[config.mk]
export PLATFORM = sky130hd
export DESIGN_NAME = floating_div_seq
export DESIGN_NICKNAME = d
export VERILOG_FILES = /design/src/rtl/fp32_pkg.sv /design/src/rtl/fp32_classify.sv /design/src/rtl/floating_div_seq.sv
export SDC_FILE = /design/constraint.sdc
export NUM_CORES = 1
export LEC_CHECK = 0
export CELL_PAD_IN_SITES_DETAIL_PLACEMENT = 1
export CELL_PAD_IN_SITES_GLOBAL_PLACEMENT = 1
export CORE_UTILIZATION = 45
export CTS_CLUSTER_DIAMETER = 80
export DETAILED_ROUTE_END_ITERATION = 6
export GPL_TIMING_DRIVEN = 0
export HOLD_SLACK_MARGIN = 0.03
export PLACE_DENSITY_LB_ADDON = 0.12
export RECOVER_POWER = 50
export SLEW_MARGIN = 15
export SYNTH_ARGS = -nofsm -noshare
export SYNTH_HDL_FRONTEND = slang
export SYNTH_SLANG_ARGS = --single-unit
[constraint.sdc]
create_clock -name clk -period 8.1 [get_ports clk]
set_clock_uncertainty 0.1 [all_clocks]
set_input_delay 1.215 -clock clk [delete_from_list [all_inputs] [get_ports clk]]
set_output_delay 1.215 -clock clk [all_outputs]
set_load 0.03 [all_outputs]
[src/rtl/fp32_pkg.sv]
// ---------------------------------------------------------------------------
// fp32_pkg
// Shared FP32 definitions for the sequential divider: field widths, bias,
// special-value encodings, the divider FSM state type, the packed FP32 view
// and a small helper that assembles a result word from its fields.
// ---------------------------------------------------------------------------
package fp32_pkg;

    localparam int BIAS  = 127;
    localparam int EXP_W = 8;
    localparam int MAN_W = 23;

    localparam logic [EXP_W-1:0] EXP_MAX  = 8'hFF;
    localparam logic [MAN_W-1:0] QNAN_MAN = 23'h7FFFFF;

    typedef enum logic [2:0] {
        IDLE,
        CHECK,
        DIVIDE,
        NORM,
        DONE
    } state_t;

    typedef struct packed {
        logic             sign;
        logic [EXP_W-1:0] exp;
        logic [MAN_W-1:0] man;
    } fp32_t;

    function automatic fp32_t make_fp(input logic             sign,
                                      input logic [EXP_W-1:0] exp,
                                      input logic [MAN_W-1:0] man);
        fp32_t f;
        f.sign = sign;
        f.exp  = exp;
        f.man  = man;
        return f;
    endfunction

endpackage

[src/rtl/fp32_classify.sv]
// ---------------------------------------------------------------------------
// fp32_classify
// Combinational decode of one FP32 operand's magnitude fields.
// A zero exponent counts as zero, so denormals are flushed here.
//
// Ports:
//   exp     in   biased exponent field
//   man     in   stored mantissa field
//   is_zero out  exponent is 0 (zero or denormal)
//   is_inf  out  exponent all ones, mantissa 0
//   is_nan  out  exponent all ones, mantissa nonzero
//   mant    out  24-bit significand with the implicit leading 1
// ---------------------------------------------------------------------------
module fp32_classify
    import fp32_pkg::*;
(
    input  logic [EXP_W-1:0] exp,
    input  logic [MAN_W-1:0] man,
    output logic             is_zero,
    output logic             is_inf,
    output logic             is_nan,
    output logic [MAN_W:0]   mant
);

    assign is_zero = (exp == '0);
    assign is_inf  = (exp == EXP_MAX) && (man == '0);
    assign is_nan  = (exp == EXP_MAX) && (man != '0);
    assign mant    = {1'b1, man};

endmodule

[src/rtl/floating_div_seq.sv]
// ---------------------------------------------------------------------------
// floating_div_seq
// Sequential IEEE-754 single-precision divider, out = OperandA / OperandB.
// Restoring division producing one quotient bit per cycle, with valid/ready
// handshakes on both sides. Denormal inputs are flushed to zero.
//
// Latency from the accepting edge to out_valid: 1 + QBITS + 1 cycles for
// ordinary operands, 2 cycles for special operands.
//
// Optional build macro:
//   FP_DIV_ROUND_NEAREST_EVEN_EN  defined   -> round to nearest even
//                                 undefined -> round half-up on the round bit
//
// Ports:
//   clk          in   rising-edge clock
//   rst          in   asynchronous active-low reset
//   in_valid     in   operands present
//   in_ready     out  block can accept operands (IDLE only)
//   OperandA     in   dividend, FP32
//   OperandB     in   divisor, FP32
//   out_valid    out  result valid, held until out_ready
//   out_ready    in   consumer accepts result
//   out          out  FP32 quotient
//   div_by_zero  out  finite nonzero divided by zero
//   invalid      out  NaN operand, 0/0 or inf/inf
//   overflow     out  exponent overflowed, result forced to inf
//   underflow    out  exponent underflowed, result flushed to zero
// ---------------------------------------------------------------------------
module floating_div_seq #(
    parameter int BIAS  = fp32_pkg::BIAS,
    parameter int QBITS = 26
) (
    input  logic        clk,
    input  logic        rst,
    input  logic        in_valid,
    output logic        in_ready,
    input  logic [31:0] OperandA,
    input  logic [31:0] OperandB,
    output logic        out_valid,
    input  logic        out_ready,
    output logic [31:0] out,
    output logic        div_by_zero,
    output logic        invalid,
    output logic        overflow,
    output logic        underflow
);

    import fp32_pkg::*;

    localparam int QM    = QBITS - 1;
    localparam int CNT_W = $clog2(QBITS);

    state_t             state;
    fp32_t              a_r;
    fp32_t              b_r;
    logic [MAN_W+1:0]   rem;
    logic [MAN_W:0]     div;
    logic [QBITS-1:0]   quo;
    logic [CNT_W-1:0]   cnt;
`ifdef FP_DIV_ROUND_NEAREST_EVEN_EN
    logic               sticky_r;
`endif

    // Operand classification on the latched operands.
    logic           a_zero, a_inf, a_nan;
    logic           b_zero, b_inf, b_nan;
    logic [MAN_W:0] a_mant, b_mant;

    fp32_classify u_class_a (
        .exp     (a_r.exp),
        .man     (a_r.man),
        .is_zero (a_zero),
        .is_inf  (a_inf),
        .is_nan  (a_nan),
        .mant    (a_mant)
    );

    fp32_classify u_class_b (
        .exp     (b_r.exp),
        .man     (b_r.man),
        .is_zero (b_zero),
        .is_inf  (b_inf),
        .is_nan  (b_nan),
        .mant    (b_mant)
    );

    logic sign;
    assign sign = a_r.sign ^ b_r.sign;

    // Special-operand result, in priority order.
    logic  spec_hit;
    logic  spec_inv;
    logic  spec_dbz;
    fp32_t spec_res;

    always_comb begin
        // NOTE: every variable assigned in always_comb gets a default first;
        // a path that leaves one unassigned would infer a latch.
        spec_hit = 1'b1;
        spec_inv = 1'b0;
        spec_dbz = 1'b0;
        spec_res = make_fp(sign, '0, '0);
        if (a_nan || b_nan || (a_zero && b_zero) || (a_inf && b_inf)) begin
            spec_res = make_fp(sign, EXP_MAX, QNAN_MAN);
            spec_inv = 1'b1;
        end else if (a_inf || b_zero) begin
            spec_res = make_fp(sign, EXP_MAX, '0);
            // inf/0 is an infinite dividend, not a finite division by zero.
            spec_dbz = b_zero && !a_inf;
        end else if (a_zero || b_inf) begin
            spec_res = make_fp(sign, '0, '0);
        end else begin
            spec_hit = 1'b0;
        end
    end

    // One restoring step. The remainder stays below twice the divisor, so
    // the shifted value always fits in MAN_W+2 bits.
    logic             q_bit;
    logic [MAN_W+1:0] rem_after;

    always_comb begin
        q_bit     = (rem >= {1'b0, div});
        rem_after = q_bit ? (rem - {1'b0, div}) : rem;
    end

    // Normalisation and rounding of the finished quotient.
    logic               rnd;
    logic               inc;
    logic               carry;
    logic [MAN_W-1:0]   mant_pre;
    logic [MAN_W:0]     mant_sum;
    logic signed [9:0]  exp_norm;
    logic signed [9:0]  exp_fin;

    always_comb begin
        if (quo[QM]) begin
            mant_pre = quo[QM-1 -: MAN_W];
            rnd      = quo[QM-1-MAN_W];
        end else begin
            mant_pre = quo[QM-2 -: MAN_W];
            rnd      = quo[QM-2-MAN_W];
        end

        // Ten bits signed covers every eA - eB + BIAS combination.
        exp_norm = {2'b00, a_r.exp} - {2'b00, b_r.exp} + 10'(BIAS)
                 - (quo[QM] ? 10'd0 : 10'd1);

`ifdef FP_DIV_ROUND_NEAREST_EVEN_EN
        // Sticky folds in the leftover remainder and, when the quotient had
        // its top bit set, the quotient bit below the round bit.
        inc = rnd && (sticky_r || (quo[QM] && quo[0]) || mant_pre[0]);
`else
        inc = rnd;
`endif

        mant_sum = {1'b0, mant_pre} + {{MAN_W{1'b0}}, inc};
        carry    = mant_sum[MAN_W];
        // On carry-out the low MAN_W bits are already zero.
        exp_fin  = exp_norm + (carry ? 10'sd1 : 10'sd0);
    end

    always_ff @(posedge clk or negedge rst) begin
        if (!rst) begin
            state       <= IDLE;
            in_ready    <= 1'b0;
            out_valid   <= 1'b0;
            out         <= '0;
            div_by_zero <= 1'b0;
            invalid     <= 1'b0;
            overflow    <= 1'b0;
            underflow   <= 1'b0;
            a_r         <= '0;
            b_r         <= '0;
            rem         <= '0;
            div         <= '0;
            quo         <= '0;
            cnt         <= '0;
`ifdef FP_DIV_ROUND_NEAREST_EVEN_EN
            sticky_r    <= 1'b0;
`endif
        end else begin
            // NOTE: sequential state uses non-blocking assignments so every
            // register samples values from before this edge.
            case (state)
                IDLE: begin
                    in_ready <= 1'b1;
                    if (in_valid && in_ready) begin
                        a_r      <= OperandA;
                        b_r      <= OperandB;
                        in_ready <= 1'b0;
                        state    <= CHECK;
                    end
                end

                CHECK: begin
                    if (spec_hit) begin
                        out         <= spec_res;
                        invalid     <= spec_inv;
                        div_by_zero <= spec_dbz;
                        overflow    <= 1'b0;
                        underflow   <= 1'b0;
                        state       <= DONE;
                    end else begin
                        rem   <= {1'b0, a_mant};
                        div   <= b_mant;
                        quo   <= '0;
                        cnt   <= CNT_W'(QBITS - 1);
                        state <= DIVIDE;
                    end
                end

                DIVIDE: begin
                    quo <= {quo[QBITS-2:0], q_bit};
                    rem <= rem_after << 1;
                    cnt <= cnt - 1'b1;
                    if (cnt == '0) begin
`ifdef FP_DIV_ROUND_NEAREST_EVEN_EN
                        sticky_r <= (rem_after != '0);
`endif
                        state <= NORM;
                    end
                end

                NORM: begin
                    invalid     <= 1'b0;
                    div_by_zero <= 1'b0;
                    overflow    <= 1'b0;
                    underflow   <= 1'b0;
                    if (exp_fin >= 10'sd255) begin
                        out      <= make_fp(sign, EXP_MAX, '0);
                        overflow <= 1'b1;
                    end else if (exp_fin <= 10'sd0) begin
                        out       <= make_fp(sign, '0, '0);
                        underflow <= 1'b1;
                    end else begin
                        out <= make_fp(sign, exp_fin[EXP_W-1:0],
                                       mant_sum[MAN_W-1:0]);
                    end
                    out_valid <= 1'b1;
                    state     <= DONE;
                end

                DONE: begin
                    // Special results reach DONE straight from CHECK with
                    // out_valid still low; the first DONE cycle raises it,
                    // giving them a two-cycle latency. out_ready only counts
                    // once out_valid is visible.
                    if (out_valid && out_ready) begin
                        out_valid <= 1'b0;
                        in_ready  <= 1'b1;
                        state     <= IDLE;
                    end else begin
                        out_valid <= 1'b1;
                    end
                end

                default: state <= IDLE;
            endcase
        end
    end

endmodule

==> reports/results.tsv <==
metric	value	unit
use_met1	31.9	%
port_buffers	105	
hold_slack	381	ps
crit_top_cell	a21oi_1	
firstDrtPassIters	5	
cap_viol_max_count	3	
grt_overflow_total	0	
core	22900	µm²
clock_sinks	185	
drive_above_1_share	10.2	%
maxSlewViolCount	126	
grtUsageMet3	3.56	%
grt_first_pass_wirelength	50.0	mm
post-route-worst-setup-slack	573	ps
hold_viol_final	0	
drc	0	
rsz0062_at_grt	false	
die_height	156	µm
synth_seq_cells	185	
grt.busiest_layer	met2	
final_common_cell	dfrtp_1	
cts_tree	built	
layout_common_cells	185 x dfrtp_1, 154 x nand2_1, 102 x clkdlybuf4s50_1, 94 x o21ai_0, 63 x mux2_2	
crit_fanout	10	
seq_power_share	25.1	%
post_cts_resized	0	
intPower	3.46	mW
seq_area_frac_synth	43.6	%
synthCells	1111	
cp-start-kind	flop	
postCtsHoldBufs	0	
critical-path-slowest-cell	nor4b_1	
setup_viol	0	
max_slew_margin	-195	%
fin_crit_sh	92.9	%
required	8380	ps
finalWirelength	30.5	mm
path_class	reg2reg	
place_ws	489	ps
path_clk_slew	80	ps
fin_crit	7530	ps
dp_hpwl	22.9	mm
switching_share	47.7	%
yosys_warnings	0	
cts_max_level	4	
violations	max-capacitance violations, max-slew violations	
via_per_inst	5.71	
insertion_delay	450	ps
clk_path_buf_depth	2	
nets	1352	
die-width	156	µm
utilization	55.3	%
ant_nets	0	
pwr-share-clk	13.1	%
place_area	12100	µm²
path_cells	buf_4, buf_2, buf_1, clkbuf_1, mux2_2, ha_1, and3_1, nand3_1, nor4_2, o2111ai_1, nor4b_1, fa_1, ha_1, fa_1, a21oi_1, a2bb2oi_1, a21oi_1, nor2_1, a21oi_1, nand3_1, nor2_1, clkbuf_1, a221o_1	
final_area	12700	µm²
synth_enable_flop_cells	0	
min_path_type	reg2reg	
power	6.63	mW
status	complete, but fails checks	
place_congestion	0.839	
diodes	0	
worstMarginPinSlew	4430	ps
io_pins	106	
postCtsSetupRepairBufs	0	
cp-end-kind	flop	
max_stage_delay	810	ps
synth.distinct_cells	72	
die-area	24200	µm²
power.switching	3.17	mW
clock-root-buffer	clkbuf_16	
antenna_found_initial	0	
drtIter0Drc	383	
start_util	46.3	%
netlist_area	10600	µm²
row_count	55	
use_met2	48.4	%
ir_drop	344	µV
syn_avg_cell_area	9.56	µm²
track_usage	26.5	%
cts_made_buffers	17	
synth_flop_cell	dfrtp_1	
vias	8925	
leakage	5.26	nW
timing.fmax	0.133	GHz
ys_async_sr_fraction	100	%
nFillCells	2635	
arrival	7810	ps
wl_per_cell	19.5	µm
areaGrowthSynthToFinish	19.4	%
synth_fp_nets	1226	
p_per_area	523	nW/µm²
power_frac_comb	61.9	%
grt_max_degree	79	
grt_pass1_vias	9348	
-- registers in the layout (all words and copies together) (netlist names), 3 cells and up --
signal,count
b_r,32
a_r,32
div,24
quo,26
out,32
cnt,5
state,3
rem,25
-- worst max-delay path: cells and delay by family, from the launching register on --
| family | cells | cell delay, ps |
|---|---|---|
| simple gates | 7 | 2310 |
| compound gates | 6 | 1430 |
| fa+ha+maj | 4 | 930 |
| mux | 1 | 300 |
| buf+inv | 5 | 1960 |
| flops | 1 | 430 |
-- stage by stage --
| step | std cells | setup TNS, ps |
|---|---|---|
| finish | 1563 | 0 |
| detailed placement | 1531 | 0 |
| floorplan | 1111 | 0 |
| global placement | 1529 | -371110 |
| global route | 1563 | 0 |
| CTS | 1563 | 0 |
-- final timing paths --
path,start,cells after the start,to,slack (ps)
worst max-delay path,quo[25],23,out[7],570
worst min-delay path,div[23],2,div[23],380
worst max register to register,quo[25],23,out[7],570
worst min register to register,div[23],2,div[23],380
max in group asynchronous,rst,2,rem[3],1740
min in group asynchronous,rst,1,out[25],1160
-- layer usage --
layer	wire length (µm)	vias up
li1	-	4224
met1	12900	4486
met2	16000	170
met3	853	45
met4	734	0
met5	0	-
-- cell families (layout without fill, tap and decap cells) --
kind of cell	Yosys count	after routing	synth area share (%)
AND/OR/NAND/NOR	345	345	15.4
multiplexers	88	88	9.05
buffers and inverters	111	250	4.32
adder cells (fa/ha/maj)	47	47	5.82
flip-flops	185	185	43.6
AO/OA/AOI/OAI	280	280	17.3
XOR/XNOR	55	55	4.54
-- final cells by class --
class | instances | area (µm²) | area share (%)
clock inverter | 15 | 176 | 1.39
inverter | 52 | 195 | 1.54
clock buffer | 17 | 425 | 3.35
timing repair buffer | 107 | 1080 | 8.48
multi-input combinational | 815 | 5520 | 43.6
sequential | 185 | 4630 | 36.5
tap | 313 | 392 | 3.09
buffer | 59 | 264 | 2.08
-- power groups by stage --
stage	Combinational (mW)	Sequential, mW	Clock, mW
2_1_floorplan	2.99	1.63	0
3_3_place_gp	3.94	1.66	0
3_5_place_dp	4.08	1.67	0
4_1_cts	4.12	1.66	0.878
5_1_grt	4.56	1.71	0.915
6_report	4.10	1.66	0.866
-- synthesized netlist by cell type, types with 10 or more instances --
master | number | area share, %
inv_1 | 52 | 1.8
xor2_1 | 19 | 1.6
nor4_1 | 14 | 0.82
nand3_1 | 18 | 0.85
mux2i_1 | 24 | 2.3
clkbuf_1 | 37 | 1.3
mux2_2 | 63 | 6.7
a221o_1 | 23 | 2.2
nor3_1 | 16 | 0.75
xnor2_1 | 36 | 3.0
nor2b_1 | 23 | 1.4
a211oi_1 | 21 | 1.5
o21ai_0 | 93 | 4.4
a21o_1 | 21 | 1.5
buf_2 | 12 | 0.57
nor2_1 | 56 | 2.0
dfrtp_1 | 185 | 44
a21oi_1 | 46 | 2.2
nand4_1 | 13 | 0.77
nand2_1 | 154 | 5.4
and2_1 | 10 | 0.59
a31oi_1 | 22 | 1.3
ha_1 | 43 | 5.1
Note: power is estimated with default switching activity, not from simulation.
